$ cat config.mk
export PLATFORM = sky130hd
export DESIGN_NAME = uart_tx_arbiter
export DESIGN_NICKNAME = d
export VERILOG_FILES = /design/src/rtl/uart_tx_arbiter.sv
export SDC_FILE = /design/constraint.sdc
export NUM_CORES = 1
export LEC_CHECK = 0
export CORE_ASPECT_RATIO = 1.1
export CORE_MARGIN = 2
export CORE_UTILIZATION = 54
export DETAILED_ROUTE_END_ITERATION = 12
export DONT_BUFFER_PORTS = 1
export PLACE_DENSITY = 0.69
export SYNTH_ARGS = -nofsm -noshare
export SYNTH_HDL_FRONTEND = slang
export SYNTH_SLANG_ARGS = --single-unit
$ cat constraint.sdc
create_clock -name clk -period 4.55 [get_ports clk]
set_clock_uncertainty 0.2 [all_clocks]
set_input_delay 1.365 -clock clk [delete_from_list [all_inputs] [get_ports clk]]
set_output_delay 1.365 -clock clk [all_outputs]
set_load 0.005 [all_outputs]
$ cat src/rtl/uart_tx_arbiter.sv
// uart_tx_arbiter: round-robin sharing of one UART transmitter between N_REQ byte sources.
//
// When idle, the arbiter picks the next pending requester starting at the round-robin
// pointer. It latches that requester's byte, pulses o_tx_start and o_grant_ack for one
// cycle, and waits for i_tx_done. It then holds off for GAP_CYCLES idle cycles before it
// grants again.
//
// Ports:
//   clk          system clock
//   rst          synchronous active-high reset
//   i_req        per-requester valid, held until the matching o_grant_ack
//   i_req_data   requester k byte at [k*DATA_W +: DATA_W]
//   o_grant_ack  one-hot, 1-cycle pulse: byte of requester k accepted
//   o_tx_start   1-cycle start pulse to the UART
//   o_tx_data    byte to the UART, stable from o_tx_start until the next grant
//   i_tx_done    frame-complete pulse from the UART
//   o_busy       high in every state except idle
//   o_cur_id     index of the last granted requester
//   o_timeout    1-cycle pulse on watchdog expiry
//
// Optional feature: define UART_ARB_TIMEOUT_EN to add a WAIT_DONE watchdog of
// TIMEOUT_CYCLES cycles. Without it, o_timeout is tied low and the arbiter waits
// indefinitely for i_tx_done.

module uart_tx_arbiter #(
  parameter int unsigned N_REQ          = 4,
  parameter int unsigned DATA_W         = 8,
  parameter int unsigned GAP_CYCLES     = 16,
  parameter int unsigned TIMEOUT_CYCLES = 200000,
  localparam int unsigned ID_W          = (N_REQ > 1) ? $clog2(N_REQ) : 1
) (
  input  logic                    clk,
  input  logic                    rst,
  input  logic [N_REQ-1:0]        i_req,
  input  logic [N_REQ*DATA_W-1:0] i_req_data,
  output logic [N_REQ-1:0]        o_grant_ack,
  output logic                    o_tx_start,
  output logic [DATA_W-1:0]       o_tx_data,
  input  logic                    i_tx_done,
  output logic                    o_busy,
  output logic [ID_W-1:0]         o_cur_id,
  output logic                    o_timeout
);

  localparam int unsigned GapW = (GAP_CYCLES > 0) ? $clog2(GAP_CYCLES + 1) : 1;

  typedef enum logic [1:0] {StIdle, StStart, StWaitDone, StGap} state_e;

  state_e            state_q;
  logic [ID_W-1:0]   rr_ptr_q;
  logic [GapW-1:0]   gap_cnt_q;

  logic              win_found;
  logic [ID_W-1:0]   win_id;
  logic [ID_W-1:0]   scan_id;
  logic [N_REQ-1:0]  win_grant;
  logic [DATA_W-1:0] win_data;
  logic [ID_W-1:0]   next_ptr;
  logic              wd_expired;

  // Round-robin search: walk rr_ptr, rr_ptr+1, ... with wrap at N_REQ-1 and take the
  // first set request bit.
  always_comb begin
    win_found = 1'b0;
    win_id    = '0;
    win_grant = '0;
    win_data  = '0;
    scan_id   = rr_ptr_q;
    for (int i = 0; i < int'(N_REQ); i++) begin
      if (!win_found && i_req[scan_id]) begin
        win_found = 1'b1;
        win_id    = scan_id;
      end
      scan_id = (scan_id == ID_W'(N_REQ - 1)) ? '0 : scan_id + ID_W'(1);
    end
    for (int k = 0; k < int'(N_REQ); k++) begin
      if (win_id == ID_W'(k)) begin
        win_grant[k] = win_found;
        win_data     = i_req_data[k*DATA_W +: DATA_W];
      end
    end
    next_ptr = (win_id == ID_W'(N_REQ - 1)) ? '0 : win_id + ID_W'(1);
  end

`ifdef UART_ARB_TIMEOUT_EN
  localparam int unsigned WdW = (TIMEOUT_CYCLES > 1) ? $clog2(TIMEOUT_CYCLES + 1) : 1;

  logic [WdW-1:0] wd_q;

  // The cycle in WAIT_DONE that brings the count to TIMEOUT_CYCLES; a done pulse in the
  // same cycle takes priority.
  assign wd_expired = !i_tx_done && (wd_q == WdW'(TIMEOUT_CYCLES - 1));
`else
  assign wd_expired = 1'b0;
  assign o_timeout  = 1'b0;
`endif

  always_ff @(posedge clk) begin
    if (rst) begin
      state_q     <= StIdle;
      rr_ptr_q    <= '0;
      gap_cnt_q   <= '0;
      o_grant_ack <= '0;
      o_tx_start  <= 1'b0;
      o_tx_data   <= '0;
      o_busy      <= 1'b0;
      o_cur_id    <= '0;
`ifdef UART_ARB_TIMEOUT_EN
      wd_q        <= '0;
      o_timeout   <= 1'b0;
`endif
    end else begin
      o_grant_ack <= '0;
      o_tx_start  <= 1'b0;
`ifdef UART_ARB_TIMEOUT_EN
      o_timeout   <= 1'b0;
`endif
      unique case (state_q)
        StIdle: begin
          if (win_found) begin
            o_tx_data   <= win_data;
            o_cur_id    <= win_id;
            o_tx_start  <= 1'b1;
            o_grant_ack <= win_grant;
            o_busy      <= 1'b1;
            rr_ptr_q    <= next_ptr;
            state_q     <= StStart;
          end
        end
        StStart: begin
          // i_tx_done is deliberately not looked at here.
          state_q <= StWaitDone;
`ifdef UART_ARB_TIMEOUT_EN
          wd_q    <= '0;
`endif
        end
        StWaitDone: begin
          if (i_tx_done || wd_expired) begin
            if (GAP_CYCLES == 0) begin
              state_q <= StIdle;
              o_busy  <= 1'b0;
            end else begin
              gap_cnt_q <= GapW'(GAP_CYCLES);
              state_q   <= StGap;
            end
          end
`ifdef UART_ARB_TIMEOUT_EN
          o_timeout <= wd_expired;
          wd_q      <= wd_expired ? '0 : wd_q + WdW'(1);
`endif
        end
        StGap: begin
          gap_cnt_q <= gap_cnt_q - GapW'(1);
          if (gap_cnt_q == GapW'(1)) begin
            state_q <= StIdle;
            o_busy  <= 1'b0;
          end
        end
        default: state_q <= StIdle;
      endcase
    end
  end

endmodule

==> impl_metrics.env <==
export IMPL_drt_initial_drc_count=149
export IMPL_tightest_slew_ps=995
export IMPL_rr_endpoint="o_tx_data[2]$_SDFFE_PP0N_"
export IMPL_status="complete, no violations"
export IMPL_end_kind="flop"
export IMPL_wire_per_inst_microns=15.3
export IMPL_worstSetupStartpointType="flop"
export IMPL_clock_sinks=25
export IMPL_drv_slew=0
export IMPL_drv_cap=0
export IMPL_fin_util_pct=56.3
export IMPL_die_h_microns=66.5
export IMPL_ys_ff_latch=25
export IMPL_crit_required_ps=4620
export IMPL_gp_congestion=0.852
export IMPL_synth_cells=236
export IMPL_cts_buffers=3
export IMPL_slew_headroom_pct=33.7
export IMPL_cp_max_fo=17
export IMPL_syn_to_final_growth_pct=-1.43
export IMPL_p_per_area_nw_per_um2=735
export IMPL_crit_type="flop to flop"
export IMPL_tritoncts="done"
export IMPL_syn_nets=285
export IMPL_drc=0
export IMPL_rr_worst_depth=11
export IMPL_io_buffers=0
export IMPL_power_leakage_nw=0.787
export IMPL_hold_viol_final=0
export IMPL_ys_top_cells_by_count="nand2_1 (28), dfxtp_1 (25), a21oi_1 (24), nor2_1 (17), inv_1 (11)"
export IMPL_synth_top_cell_by_area="dfxtp_1"
export IMPL_ctsLongestPathBuffers=2
export IMPL_n_antenna_cell=0
export IMPL_synth_edf_count=0
export IMPL_rows=22
export IMPL_clk_pin_slew_worst_paths_ps=140
export IMPL_vias=1638
export IMPL_design_die_area_sq_um=4050
export IMPL_cts_resized=0
export IMPL_nets=270
export IMPL_yosysMostFrequentCell="nand2_1"
export IMPL_setup_viol=0
export IMPL_hpwlAfterDp_microns=3130
export IMPL_overflow=0
export IMPL_rsz0062_at_grt="no"
export IMPL_ys_top_cells_by_area="dfxtp_1 (26%), ha_1 (6.5%), a21oi_1 (6.3%), nand2_1 (5.5%), o211a_1 (4.2%)"
export IMPL_die_x_microns=60.8
export IMPL_ant_nets=0
export IMPL_clock_latency_ps=320
export IMPL_synth_top_cell_area_share_pct=26.1
export IMPL_cts_root_buf="clkbuf_4"
export IMPL_async_flop_share_pct=0
export IMPL_routed_via_density=6.11
export IMPL_timing_rr_start="rr_ptr_q[1]$_SDFFE_PP0N_"
export IMPL_initial_utilization_pct=57.2
export IMPL_period_share_pct=89.6
export IMPL_ioPinCount=56
export IMPL_grt_pass1_wl_microns=6660
export IMPL_drive_gt1_share_pct=8.64
export IMPL_postCtsSetupBuffers=0
export IMPL_synth_ff_type="dfxtp_1"
export IMPL_track_usage_pct=21.8
export IMPL_rrSetupSlack_ps=470
export IMPL_syn_area_sq_um=1920
export IMPL_h_tree_depth=1
export IMPL_ys_types=52
export IMPL_yosysSeqAreaShare_pct=26.1
export IMPL_max_freq_mhz=245
export IMPL_whs_path_depth=2
export IMPL_core_area_sq_um=3360
export IMPL_ir_drop_mv=0.282
export IMPL_cp_arrival_ps=4140
export IMPL_grt_pass1_vias=1416
export IMPL_ys_warn_count=0
export IMPL_min_delay_worst_endpoint="o_busy$_SDFFE_PP0P_"
export IMPL_dr_pass1_iters=4
export IMPL_finalSetupTns_ps=0
export IMPL_routed_wl_microns=4110
export IMPL_fin_crit_ps=4080
export IMPL_grt_max_degree=27
export IMPL_hold_ws_ps=299
export IMPL_avgSynthCellArea_sq_um=8.13
export IMPL_holdBufCountCts=0
export IMPL_hp_start="o_busy$_SDFFE_PP0P_"
export IMPL_hold_path_class="flop to flop"
export IMPL_antenna_found_initial=0
-- where the power goes --
part           internal [mW]  leakage, nW  switching, mW
logic                  0.393        0.567          0.533
clock network         0.0336       0.0139         0.0678
registers              0.298        0.206         0.0660
-- sequential cells by signal (all words and copies together), names as in the netlist --
register and cells:
o_cur_id 2, o_tx_start 1, rr_ptr_q 2, state_q 2, o_grant_ack 4, o_busy 1, gap_cnt_q 5, o_tx_data 8
-- layer usage --
metal	GRT usage [%]	up-vias	routed length [microns]
met3	4.85	4	310
met2	37.1	72	2010
li1	-	819	-
met1	27.5	743	1750
met4	4.89	0	33
met5	0	-	0
-- critical path: stages, from the launching register on --
cell,delay [ps]
dfxtp_1,710
ha_1,560
mux4_2,650
a41o_1,220
a311oi_2,360
inv_1,120
ha_1,370
nand3b_1,230
a21oi_1,210
a21oi_1,60
o211ai_1,180
o211a_1,160
-- cells in the final DEF (no fill, tap or decap), types with 4 or more instances in the layout --
cell type	count
nand2_1	28
a22oi_1	4
o211a_1	8
nor2_1	17
nand2b_1	7
dfxtp_1	25
a31oi_1	4
ha_1	10
and3_1	4
a21oi_1	24
o21ai_0	7
mux2i_1	5
inv_1	11
o211ai_2	6
nand3b_1	9
-- through the flow --
step | setup WS (ps) | instances | power [mW] | area [sq um]
CTS | 483 | 268 | 1.40 | 1890
global placement | 529 | 264 | 1.28 | 1860
detailed placement | 441 | 264 | 1.30 | 1860
floorplan | 593 | 236 | 1.19 | 1920
finish | 473 | 268 | 1.39 | 1890
global route | 156 | 268 | 1.54 | 1890
-- worst max path at each step --
stage          slack, ps  cells after the start                     start                         to
3_5_place_dp         440                     10                  i_req[2]  o_tx_data[3]$_SDFFE_PP0N_
2_1_floorplan        590                     12                  i_req[1]  o_tx_data[7]$_SDFFE_PP0N_
4_1_cts              480                     11  rr_ptr_q[1]$_SDFFE_PP0N_  o_tx_data[3]$_SDFFE_PP0N_
3_3_place_gp         530                     11                  i_req[2]  o_tx_data[3]$_SDFFE_PP0N_
6_report             470                     11  rr_ptr_q[1]$_SDFFE_PP0N_  o_tx_data[2]$_SDFFE_PP0N_
5_1_grt              160                     12  rr_ptr_q[1]$_SDFFE_PP0N_  o_tx_data[3]$_SDFFE_PP0N_
-- layout make-up --
type / count / area [sq um]
sequential: 25 / 500
clock buffer: 3 / 22.5
tap: 48 / 60.1
multi-input combinational: 179 / 1250
timing repair buffer: 1 / 7.51
clock inverter: 1 / 7.51
inverter: 11 / 41.3
fill: 315 / 1470
-- logic make-up after synthesis --
group / count (synthesis) / synth area share [%]
AND/OR/NAND/NOR: 81 / 21.7
AO/OA/AOI/OAI: 76 / 29.8
flip-flops: 25 / 26.1
multiplexers: 9 / 6.13
buffers and inverters: 32 / 8.67
XOR/XNOR: 2 / 0.913
other: 1 / 0.195
adder cells (fa/ha/maj): 10 / 6.52
Power figures use the tool's default switching activity.
